<file path="config.mk">
export PLATFORM = sky130hd
export DESIGN_NAME = reg_file_write_arbiter
export DESIGN_NICKNAME = d
export VERILOG_FILES = /design/src/rtl/rf_arb_pkg.sv /design/src/rtl/rr_priority_select.sv /design/src/rtl/reg_file_write_arbiter.sv
export SDC_FILE = /design/constraint.sdc
export NUM_CORES = 1
export LEC_CHECK = 0
export BUFFER_PORTS_ARGS = -buffer_cell sky130_fd_sc_hd__clkbuf_2
export CAP_MARGIN = 40
export CORE_MARGIN = 2
export CORE_UTILIZATION = 41
export CTS_CLUSTER_DIAMETER = 80
export CTS_CLUSTER_SIZE = 12
export DETAILED_ROUTE_END_ITERATION = 6
export PLACE_DENSITY = 0.77
export SETUP_SLACK_MARGIN = 0.1
export SYNTH_ARGS = -nofsm -noshare
export SYNTH_HDL_FRONTEND = slang
export SYNTH_SLANG_ARGS = --single-unit
</file>
<file path="constraint.sdc">
create_clock -name clk_i -period 2.9 [get_ports clk_i]
set_input_delay 0.145 -clock clk_i [delete_from_list [all_inputs] [get_ports clk_i]]
set_output_delay 0.145 -clock clk_i [all_outputs]
set_load 0.05 [all_outputs]
</file>
<file path="src/rtl/rf_arb_pkg.sv">
// Shared types and constants for the register-file write arbiter.
package rf_arb_pkg;

   typedef enum logic [1:0] {
      IDLE  = 2'd0,
      CLEAR = 2'd1,
      DONE  = 2'd2
   } state_t;

   localparam int DEF_NUM_REQ = 3;
   localparam int REQ_IDX_W   = $clog2(DEF_NUM_REQ);
   localparam int ZERO_REG    = 0;

endpackage

</file>
<file path="src/rtl/rr_priority_select.sv">
// Round-robin priority pick: first valid requester after the last grant, wrapping.
module rr_priority_select #(
   parameter int NUM_REQ = 3,
   parameter int IDX_W   = 2
) (
   input  logic [NUM_REQ-1:0] i_valid,
   input  logic [IDX_W-1:0]   i_last_grant,
   output logic [NUM_REQ-1:0] o_grant,
   output logic [IDX_W-1:0]   o_idx,
   output logic               o_any
);

   always_comb begin
      int   w_cand;
      logic w_found;
      o_grant = '0;
      o_idx   = '0;
      w_found = 1'b0;
      w_cand  = 0;
      for (int off = 1; off <= NUM_REQ; off++) begin
         w_cand = (int'(i_last_grant) + off) % NUM_REQ;
         if (!w_found && i_valid[w_cand]) begin
            o_grant[w_cand] = 1'b1;
            o_idx           = IDX_W'(w_cand);
            w_found         = 1'b1;
         end
      end
   end

   assign o_any = |i_valid;

endmodule

</file>
<file path="src/rtl/reg_file_write_arbiter.sv">
// Shares the register-file write port among requesters round-robin and
// runs a clear sequence that zeroes r1..r(NUM_REGS-1).
module reg_file_write_arbiter
   import rf_arb_pkg::*;
#(
   parameter int NUM_REQ  = 3,
   parameter int ADDR_W   = 5,
   parameter int DATA_W   = 32,
   parameter int NUM_REGS = 32
) (
   input  logic                      clk_i,
   input  logic                      rst_i,
   input  logic [NUM_REQ-1:0]        req_valid_i,
   input  logic [NUM_REQ*ADDR_W-1:0] req_addr_i,
   input  logic [NUM_REQ*DATA_W-1:0] req_data_i,
   output logic [NUM_REQ-1:0]        req_ready_o,
   input  logic                      clear_i,
   output logic                      busy_o,
   output logic                      clear_done_o,
   output logic                      rf_we_o,
   output logic [ADDR_W-1:0]         rf_addr_o,
   output logic [DATA_W-1:0]         rf_data_o
);

   localparam int IDX_W = $clog2(NUM_REQ);

   state_t              r_state;
   state_t              w_next_state;
   logic [ADDR_W-1:0]   r_cnt;
   logic [IDX_W-1:0]    r_last_grant;
   logic                r_we;
   logic [ADDR_W-1:0]   r_addr;
   logic [DATA_W-1:0]   r_data;

   logic [NUM_REQ-1:0]  w_grant;
   logic [IDX_W-1:0]    w_idx;
   logic                w_any;
   logic [ADDR_W-1:0]   w_sel_addr;
   logic [DATA_W-1:0]   w_sel_data;
   logic                w_addr_ok;
   logic                w_transfer;
   logic                w_cnt_last;

   rr_priority_select #(
      .NUM_REQ (NUM_REQ),
      .IDX_W   (IDX_W)
   ) u_select (
      .i_valid      (req_valid_i),
      .i_last_grant (r_last_grant),
      .o_grant      (w_grant),
      .o_idx        (w_idx),
      .o_any        (w_any)
   );

   assign w_sel_addr = req_addr_i[w_idx*ADDR_W +: ADDR_W];
   assign w_sel_data = req_data_i[w_idx*DATA_W +: DATA_W];
   assign w_addr_ok  = (int'(w_sel_addr) != ZERO_REG) && (int'(w_sel_addr) < NUM_REGS);
   assign w_transfer = (r_state == IDLE) && !clear_i && w_any;
   assign w_cnt_last = (r_cnt == ADDR_W'(NUM_REGS - 1));

   always_ff @(posedge clk_i or negedge rst_i) begin
      if (!rst_i) r_state <= IDLE;
      else        r_state <= w_next_state;
   end

   always_comb begin
      w_next_state = r_state;
      case (r_state)
         IDLE:    if (clear_i) w_next_state = CLEAR;
         CLEAR:   if (w_cnt_last) w_next_state = DONE;
         DONE:    w_next_state = IDLE;
         default: w_next_state = IDLE;
      endcase
   end

   // Ready is gated by reset so nothing looks accepted while the block is held.
   always_comb begin
      req_ready_o  = '0;
      busy_o       = (r_state != IDLE);
      clear_done_o = (r_state == DONE);
      if (rst_i && (r_state == IDLE) && !clear_i) req_ready_o = w_grant;
   end

   always_ff @(posedge clk_i or negedge rst_i) begin
      if (!rst_i) begin
         r_cnt        <= '0;
         r_last_grant <= IDX_W'(NUM_REQ - 1);
         r_we         <= 1'b0;
         r_addr       <= '0;
         r_data       <= '0;
      end else begin
         r_we <= 1'b0;
         case (r_state)
            IDLE: begin
               if (clear_i) begin
                  r_cnt <= ADDR_W'(1);
               end else if (w_transfer) begin
                  r_last_grant <= w_idx;
                  if (w_addr_ok) begin
                     r_we   <= 1'b1;
                     r_addr <= w_sel_addr;
                     r_data <= w_sel_data;
                  end
               end
            end
            CLEAR: begin
               r_we   <= 1'b1;
               r_addr <= r_cnt;
               r_data <= '0;
               r_cnt  <= r_cnt + 1'b1;
            end
            default: ;
         endcase
      end
   end

   assign rf_we_o   = r_we;
   assign rf_addr_o = r_addr;
   assign rf_data_o = r_data;

endmodule

</file>
==> results of run 1 <==
worst max path at each step:
stage               startpoint       endpoint  slack (ns)  cells past startpoint
2_1_floorplan  r_last_grant[1]  rf_data_o[21]        0.17                     10
3_3_place_gp   r_last_grant[1]   rf_addr_o[2]        0.08                      9
3_5_place_dp   r_last_grant[1]   rf_addr_o[4]        0.08                      9
4_1_cts        r_last_grant[1]   rf_data_o[0]        0.11                     10
5_1_grt        r_last_grant[1]   rf_addr_o[0]         0.1                     10
6_report       r_last_grant[1]   rf_addr_o[2]        0.22                     10
through the flow:
| stage | worst slack, ns | total power (W) | std cells | cell area [µm²] |
|---|---|---|---|---|
| after floorplan | 0.169 | 0.00312 | 317 | 3070 |
| after global placement | 0.0777 | 0.00380 | 568 | 3990 |
| after detailed placement | 0.0816 | 0.00385 | 568 | 3990 |
| after CTS | 0.108 | 0.00439 | 577 | 4130 |
| after global routing | 0.0989 | 0.00485 | 577 | 4200 |
| final | 0.216 | 0.00448 | 577 | 4200 |
what timing repair did:
item	in CTS	in global routing
pin swaps	0	1
setup endpoints to repair	31	39
setup buffers	0	0
hold buffers	1	0
resized for setup	2	17
endpoints found under the hold margin	18	0
cell usage after synthesis (4+ instances only):
library cell and count:
nand2_1 37, buf_2 9, mux2i_1 40, a31oi_1 5, o21ai_0 39, mux2_2 7
nor2_1 18, inv_1 4, nor2b_1 4, ha_1 6, buf_6 5, a22o_1 36
clkbuf_1 8, dfrtp_1 46, o31a_1 6
where the power goes:
| group | internal [W] | total (W) | leakage [nW] | switching (W) |
|---|---|---|---|---|
| Combinational | 0.00126 | 0.00305 | 1.43 | 0.00178 |
| Clock | 0.000284 | 0.000516 | 0.0618 | 0.000232 |
| Sequential | 0.000800 | 0.000920 | 0.620 | 0.000120 |
| Total | 0.00235 | 0.00448 | 2.12 | 0.00214 |
final cells by class:
| class | instances | area, µm² |
|---|---|---|
| clock buffers | 6 | 82.6 |
| repair buffers | 178 | 963 |
| well taps | 99 | 124 |
| multi-input cells | 240 | 1790 |
| inverters | 5 | 18.8 |
| clock inverters | 2 | 38.8 |
| fillers | 686 | 3060 |
| flip-flops and latches | 47 | 1180 |
state kept, by name, summed over array words and instances, names as in the netlist:
signal / cells
rf_data_o: 32
r_cnt: 5
rf_addr_o: 5
r_last_grant: 2
r_state: 2
rf_we_o: 1
cells by family after synthesis:
logic type,Yosys count,synth area share (%)
multiplexers,49,16.8
AND/OR/NAND/NOR,79,11.9
AO/OA/AOI/OAI,106,24.9
flip-flops,47,38.4
buffers and inverters,30,5.63
adder cells (fa/ha/maj),6,2.45
layer usage:
layer  vias up  wire length (µm)  GRT usage, %  share of wire [%]
met2        97              4400          35.3                 51
met3         6               358          3.17                4.1
met5         -                 0             0                  0
li1       1488                 -             -                  -
met1      1411              3810          27.4                 44
met4         0                76          4.74               0.88
worst max-delay path, cell delays in order (launching register included):
cell and delay, ns:
dfstp_2 0.58, inv_2 0.05, ha_2 0.19, mux2_4 0.32, mux2i_4 0.22, a21boi_4 0.24
a2111oi_4 0.05, mux2_4 0.34, and2_4 0.17, buf_6 0.13, o31a_1 0.27
==> flow_summary.json, run 1 <==
{
  "antenna_found_initial": 0,
  "via_per_inst": 5.20,
  "cp-start-kind": "flop",
  "mostFrequentLayoutCells": "159 x clkbuf_2, 46 x dfrtp_1, 40 x mux2i_1",
  "clk-insertion-delay-late_ns": 0.30,
  "synth_area_per_cell_um2": 9.68,
  "hold_viol_final": 0,
  "die_area_mm2": 0.00819,
  "drt.antenna.violating_nets": 0,
  "clk_pin_slew_ns": 0.09,
  "place_congestion": 0.914,
  "outcome": "complete, no violations",
  "tightest_slew_ns": 0.658,
  "cts_root_buf": "clkbuf_8",
  "die_h_um": 90.5,
  "cts_tree": "done",
  "synth-main-ff-cell": "dfrtp_1",
  "maxCapViolCount": 0,
  "finalSetupTns_ns": 0,
  "powerDensity_mw_per_mm2": 1070,
  "async_reset_ff_share_pct": 100,
  "antenna_cells": 0,
  "drt_iter0_drc": 93,
  "r2r_end": "rf_addr_o[2]",
  "io_buffers": 159,
  "crit_path_end_kind": "flop",
  "synth_top_area_share_pct": 37.5,
  "synth.area.top_cells": "dfrtp_1 38%, mux2i_1 13%, a22o_1 10%, o21ai_0 6.4%, nand2_1 4.5%",
  "num_rows": 31,
  "num_vias": 3002,
  "clockBufferDepth": 2,
  "min_period_ns": 2.68,
  "synth_fp_nets": 440,
  "yosysWarnings": 0,
  "cp.arrival_ns": 2.88,
  "dr.pass1.iters": 4,
  "fin_util_pct": 57.8,
  "synth_top_area_cell": "dfrtp_1",
  "drt_wl_total_um": 8650,
  "synth-edff-count": 0,
  "grt_pass1_vias": 2803,
  "cts_buffers": 5,
  "cts.sinks": 47,
  "grt_max_degree": 48,
  "max_freq_mhz": 373,
  "hpwl_um": 6810,
  "ys_ff_latch": 47,
  "critPathMaxFanout": 9,
  "hold_end": "rf_data_o[25]",
  "ir_drop_uv": 416,
  "final_layout_size_suffix_gt1_share_pct": 43.9,
  "final.setup_skew_ns": 0.0102,
  "holdCritPathClass": "input pin to flop",
  "synth_cells": 317,
  "reg2reg_from": "r_last_grant[1]",
  "area_growth_pct": 36.7,
  "start_util_pct": 42.3,
  "grt.total_usage_pct": 20.6,
  "syn-cell-area_mm2": 0.00307,
  "dieWidth_um": 90.5,
  "grt_overflow": 0,
  "whs_ns": 0.160,
  "critPathKind": "flop to flop",
  "setup_viol": 0,
  "yosys.cell_types.count": 47,
  "required_ns": 3.09,
  "final_common_cell": "clkbuf_2",
  "finalCritPeriodShare_pct": 92.6,
  "drc": 0,
  "grt_pass1_wl_um": 13800,
  "wire_per_inst_um": 15.0,
  "slew_violations": 0,
  "cts_max_level": 2,
  "ys_seq_area_share_pct": 38.4,
  "reg2reg_depth": 10,
  "fp.coreArea_mm2": 0.00725,
  "reg2reg_slack_ns": 0.22,
  "leakagePower_nw": 2.12,
  "rsz0062_at_grt": "false",
  "slew-limit-headroom_pct": 56.0,
  "finalNetCount": 600,
  "hold-path-cell-count": 4,
  "hp-start": "req_data_i[89]",
  "ios": 160
}
Power figures use the tool's default switching activity.
==> run 2, diff against run 1 <==
--- a/config.mk
+++ b/config.mk
@@ -8,11 +8,10 @@
 export BUFFER_PORTS_ARGS = -buffer_cell sky130_fd_sc_hd__clkbuf_2
 export CAP_MARGIN = 40
 export CORE_MARGIN = 2
-export CORE_UTILIZATION = 41
+export CORE_UTILIZATION = 30
 export CTS_CLUSTER_DIAMETER = 80
 export CTS_CLUSTER_SIZE = 12
 export DETAILED_ROUTE_END_ITERATION = 6
-export PLACE_DENSITY = 0.77
 export SETUP_SLACK_MARGIN = 0.1
 export SYNTH_ARGS = -nofsm -noshare
 export SYNTH_HDL_FRONTEND = slang
==> flow_summary.json, run 2 (synthesis results as in run 1) <==
{
  "outcome": "complete, no violations",
  "cts.sinks": 47,
  "finalSetupTns_ns": 0,
  "wire_per_inst_um": 15.9,
  "placed_area_mm2": 0.00404,
  "die_h_um": 105,
  "drc": 0,
  "clk-insertion-delay-late_ns": 0.30,
  "setup_viol": 0,
  "critPathKind": "flop to flop",
  "num_vias": 3056,
  "placed_cells": 599,
  "grt_pass1_vias": 2947,
  "drt.antenna.violating_nets": 0,
  "cts_root_buf": "clkbuf_8",
  "drt_wl_total_um": 9780,
  "ios": 160,
  "hpwl_um": 7160,
  "finalNetCount": 604,
  "mostFrequentLayoutCells": "159 x clkbuf_2, 46 x dfrtp_1, 39 x mux2i_1",
  "max_freq_mhz": 364,
  "tightest_slew_ns": 0.597,
  "num_rows": 36,
  "holdCritPathClass": "input pin to flop",
  "drt_iter0_drc": 137,
  "fp.coreArea_mm2": 0.00986,
  "dr.pass1.iters": 4,
  "powerDensity_mw_per_mm2": 1050,
  "min_period_ns": 2.75,
  "crit_path_end_kind": "flop",
  "cp-start-kind": "flop",
  "clockBufferDepth": 2,
  "final_layout_size_suffix_gt1_share_pct": 44.8,
  "grt_max_degree": 71,
  "cts_max_level": 2,
  "antenna_cells": 0,
  "die_area_mm2": 0.0111,
  "grt_overflow": 0,
  "final_common_cell": "clkbuf_2",
  "required_ns": 3.15,
  "grt.total_usage_pct": 17.2,
  "cts_buffers": 5,
  "largest_reg_flops": 32,
  "cts_tree": "done",
  "slew-limit-headroom_pct": 60.2,
  "clk_pin_slew_ns": 0.09,
  "critPathMaxFanout": 8,
  "maxCapViolCount": 0,
  "rsz0062_at_grt": "true",
  "hold_viol_final": 0,
  "fin_cells": 615,
  "leakagePower_nw": 2.15,
  "slew_violations": 0,
  "ir_drop_uv": 809,
  "finalCritPeriodShare_pct": 94.7,
  "grt_pass1_wl_um": 15300,
  "area_growth_pct": 42.0,
  "cp.arrival_ns": 2.99,
  "antenna_found_initial": 0,
  "via_per_inst": 4.97,
  "fin_util_pct": 44.2,
  "start_util_pct": 31.1,
  "fin_area_mm2": 0.00436,
  "place_congestion": 0.891,
  "total_power_w": 0.00457,
  "final.setup_skew_ns": 0.0123,
  "io_buffers": 159,
  "dieWidth_um": 105
}
-- run 2: repair_timing --
item,4_1_cts,5_1_grt
buffers inserted,0,3
endpoints found under the hold margin,14,0
gates cloned,0,4
setup endpoints to repair,32,37
hold buffers,1,0
resized for setup,6,18
pin swaps,1,12
-- run 2: path summary, 6_finish.rpt --
| kind | cells after the start | slack [ns] | startpoint | endpoint |
|---|---|---|---|---|
| setup / recovery | 12 | 0.15 | r_last_grant[1] | rf_data_o[31] |
| hold / removal | 4 | 0.15 | req_data_i[89] | rf_data_o[25] |
| setup reg to reg | 12 | 0.15 | r_last_grant[1] | rf_data_o[31] |
| hold reg to reg | 1 | 0.51 | rf_data_o[29] | rf_data_o[29] |
| max in group asynchronous | 3 | 1.95 | rst_i | r_cnt[3] |
| min in group asynchronous | 3 | 0.53 | rst_i | rf_data_o[23] |
-- run 2: metal layers --
| metal | track usage [%] | vias to the layer above | part of all wire (%) |
|---|---|---|---|
| met2 | 28.3 | 111 | 49 |
| met5 | 0 | - | 0 |
| met1 | 22.5 | 1435 | 43 |
| met3 | 4.12 | 11 | 6.6 |
| li1 | - | 1499 | - |
| met4 | 4.57 | 0 | 1.5 |
-- run 2: metrics by stage --
stage / hold slack, ns / setup slack [ns]
final: 0.151 / 0.154
after global routing: 0.157 / 0.0591
after CTS: 0.140 / 0.115
after detailed placement: 0.329 / 0.0389
after global placement: 0.332 / 0.0864
after floorplan: -0.151 / 0.169
-- run 2: report_power, final --
part | total (W) | switching (W) | leakage, nW | internal (W)
clock network | 0.000427 | 0.000232 | 0.0516 | 0.000195
registers | 0.000918 | 0.000118 | 0.620 | 0.000800
logic | 0.00323 | 0.00186 | 1.48 | 0.00137
total | 0.00457 | 0.00220 | 2.15 | 0.00237
-- run 2: layout make-up --
cell class	instances	area (µm²)
sequential	47	1180
inverter	5	18.8
fill	982	5510
clock inverter	2	13.8
clock buffer	6	82.6
tap	133	166
timing repair buffer	182	1090
multi-input combinational	240	1810
-- run 2: worst max-delay path, cell delays in order (launching register included) --
cell,delay [ns]
dfstp_2,0.58
inv_2,0.07
ha_4,0.17
mux2_4,0.31
mux2i_4,0.23
a21boi_4,0.24
a2111oi_4,0.06
mux2_4,0.34
buf_6,0.12
a21oi_4,0.13
buf_12,0.15
clkbuf_16,0.15
a22o_1,0.14
==> run 3, diff against run 2 <==
--- a/config.mk
+++ b/config.mk
@@ -15,4 +15,5 @@
 export SETUP_SLACK_MARGIN = 0.1
 export SYNTH_ARGS = -nofsm -noshare
 export SYNTH_HDL_FRONTEND = slang
+export SYNTH_HIERARCHICAL = 1
 export SYNTH_SLANG_ARGS = --single-unit
==> flow_summary.json, run 3 <==
{
  "dieWidth_um": 124,
  "synth_area_per_cell_um2": 9.06,
  "synth-edff-count": 0,
  "yosys.cell_types.count": 45,
  "reg2reg_depth": 13,
  "synth_fp_nets": 596,
  "p_comb_share_pct": 77.8,
  "fillers": 1335,
  "fin_cells": 837,
  "mostFrequentLayoutCells": "159 x clkbuf_2, 52 x buf_4, 48 x nand2_1",
  "cts_root_buf": "clkbuf_16",
  "hold_viol_final": 0,
  "grt_max_degree": 98,
  "slew-limit-headroom_pct": 55.1,
  "crit_path_end_kind": "flop",
  "drt_wl_total_um": 16100,
  "rsz0062_at_grt": "true",
  "grt_pass1_vias": 4696,
  "p_sw_w": 0.00317,
  "num_rows": 43,
  "synth_top_area_share_pct": 26.9,
  "leakagePower_nw": 2.69,
  "min_period_ns": 3.17,
  "ys_seq_area_share_pct": 27.5,
  "drt.antenna.violating_nets": 0,
  "synth.area.top_cells": "dfrtp_1 27%, mux2i_1 9.6%, a221o_1 7.5%, a211o_1 6.5%, a2bb2oi_1 6.5%",
  "wire_per_inst_um": 19.3,
  "finalNetCount": 779,
  "cts_tree": "done",
  "required_ns": 3.07,
  "multiInputGateArea_mm2": 0.00306,
  "r2r_end": "rf_data_o[9]",
  "tightest_slew_ns": 0.664,
  "yosys-top-cells-count": "48 x nand2_1, 46 x dfrtp_1, 42 x a21oi_1, 41 x mux2i_1, 34 x clkbuf_1",
  "seq_area_mm2": 0.00118,
  "cts_max_level": 2,
  "postCtsHoldBufs": 0,
  "crit_end": "rf_data_o[9]",
  "synth-main-ff-cell": "dfrtp_1",
  "yosysWarnings": 6,
  "place_congestion": 0.806,
  "cts_buffers": 5,
  "yosysMostFrequentCell": "nand2_1",
  "fin_ws_ns": -0.265,
  "grt.met3_usage_pct": 2.49,
  "largest_reg_flops": 32,
  "cp-start-kind": "flop",
  "die_h_um": 124,
  "antenna_found_initial": 0,
  "slew_violations": 0,
  "grt_overflow": 0,
  "clockBufferDepth": 2,
  "num_vias": 4938,
  "synth_top_area_cell": "dfrtp_1",
  "grtUsageMet1_pct": 27.8,
  "drc": 0,
  "critPathMaxFanout": 14,
  "switching_share_pct": 47.5,
  "grt.total_usage_pct": 20.2,
  "maxCapViolCount": 0,
  "antenna_cells": 0,
  "critPathKind": "flop to flop",
  "start_util_pct": 30.8,
  "grt_pass1_wl_um": 24500,
  "finalCritPeriodShare_pct": 109,
  "synth_cells": 473,
  "area_growth_pct": 45.7,
  "final_common_cell": "clkbuf_2",
  "pwr-share-seq_pct": 13.2,
  "ys_ff_latch": 47,
  "clk-insertion-delay-late_ns": 0.29,
  "die_area_mm2": 0.0153,
  "drt_iter0_drc": 365,
  "busiest_layer": "met2",
  "ios": 160,
  "cts.sinks": 47,
  "final_layout_size_suffix_gt1_share_pct": 44.0,
  "setup_viol": 38,
  "holdCritPathClass": "input pin to async pin",
  "ir_drop_uv": 650,
  "syn-cell-area_mm2": 0.00429,
  "startpoint": "r_last_grant[1]",
  "clk_pin_slew_ns": 0.07,
  "max_freq_mhz": 316,
  "via_per_inst": 5.90,
  "powerDensity_mw_per_mm2": 1070,
  "total_power_w": 0.00668,
  "dr.pass1.iters": 5,
  "async_reset_ff_share_pct": 100,
  "final.setup_skew_ns": 0.00702,
  "reg2reg_slack_ns": -0.27,
  "violations": "negative setup slack",
  "reg2reg_from": "r_last_grant[1]",
  "placed_cells": 815,
  "clkPwrFrac_pct": 9.0,
  "grtUsageMet2_pct": 33.0,
  "fp.coreArea_mm2": 0.0139,
  "outcome": "complete, but fails checks",
  "p_int_w": 0.00351,
  "io_buffers": 159,
  "cp.arrival_ns": 3.34,
  "hpwl_um": 11100
}
## run 3: how the worst min path moves through the flow
| stage | to | slack [ns] |
|---|---|---|
| finish | rf_data_o[31] | 0.03 |
| global route | rf_data_o[31] | 0.09 |
| CTS | rf_data_o[31] | 0.06 |
| detailed placement | rf_data_o[31] | 0.37 |
| global placement | rf_we_o | 0.37 |
| floorplan | r_cnt[0] | -0.15 |
## run 3: kinds of logic after synthesis
group                    after synthesis  share of synthesized area [%]
AO/OA/AOI/OAI                        232                           45.1
AND/OR/NAND/NOR                       80                           8.41
buffers and inverters                 65                           7.15
flip-flops                            47                           27.5
multiplexers                          43                           10.1
adder cells (fa/ha/maj)                6                           1.75
## run 3: routing by layer
layer  up-vias  routed length (µm)
met1      2354                7000
met4         0                 369
li1       2278                   -
met2       282                7340
met5         -                   0
met3        24                1420
## run 3: layout make-up
type | count | area share (%)
Multi-Input combinational cell | 361 | 48.9
Timing Repair Buffer | 234 | 25.8
Sequential cell | 47 | 18.9
Tap cell | 180 | 3.61
Clock buffer | 7 | 2.28
Inverter | 7 | 0.421
Clock inverter | 1 | 0.0801
## run 3: per-stage QoR
step	setup slack [ns]	hold slack, ns	TNS (ns)	util, %	area (µm²)
2_1_floorplan	-0.0708	-0.151	-2.37	-	4380
3_3_place_gp	-0.159	0.374	-4.26	40.9	5690
3_5_place_dp	-0.244	0.372	-6.56	41.1	5720
4_1_cts	-0.195	0.0627	-5.76	43.3	6030
5_1_grt	-0.348	0.0871	-12.00	44.8	6250
6_report	-0.265	0.0291	-8.34	44.8	6250
## run 3: critical path: stages, from the launching register on
cell,delay (ns)
dfstp_2,0.59
ha_4,0.24
nand2b_4,0.15
a21boi_2,0.15
o221ai_2,0.22
buf_4,0.18
o22ai_4,0.09
buf_8,0.19
a2bb2oi_4,0.19
buf_12,0.14
and3_4,0.23
buf_8,0.16
a31o_1,0.22
a221o_1,0.30
## run 3: what timing repair did
action	CTS	global route
gates cloned	3	3
resized for setup	20	17
pin swaps	0	20
endpoints found under the setup margin	38	38
setup buffers	3	5
## run 3: power groups by stage
stage          Combinational (W)  Sequential [W]  Clock (W)
2_1_floorplan            0.00259         0.00100          0
3_3_place_gp             0.00428        0.000880          0
3_5_place_dp             0.00436        0.000886          0
4_1_cts                  0.00470        0.000877   0.000611
5_1_grt                  0.00546        0.000894   0.000631
6_report                 0.00520        0.000881   0.000600
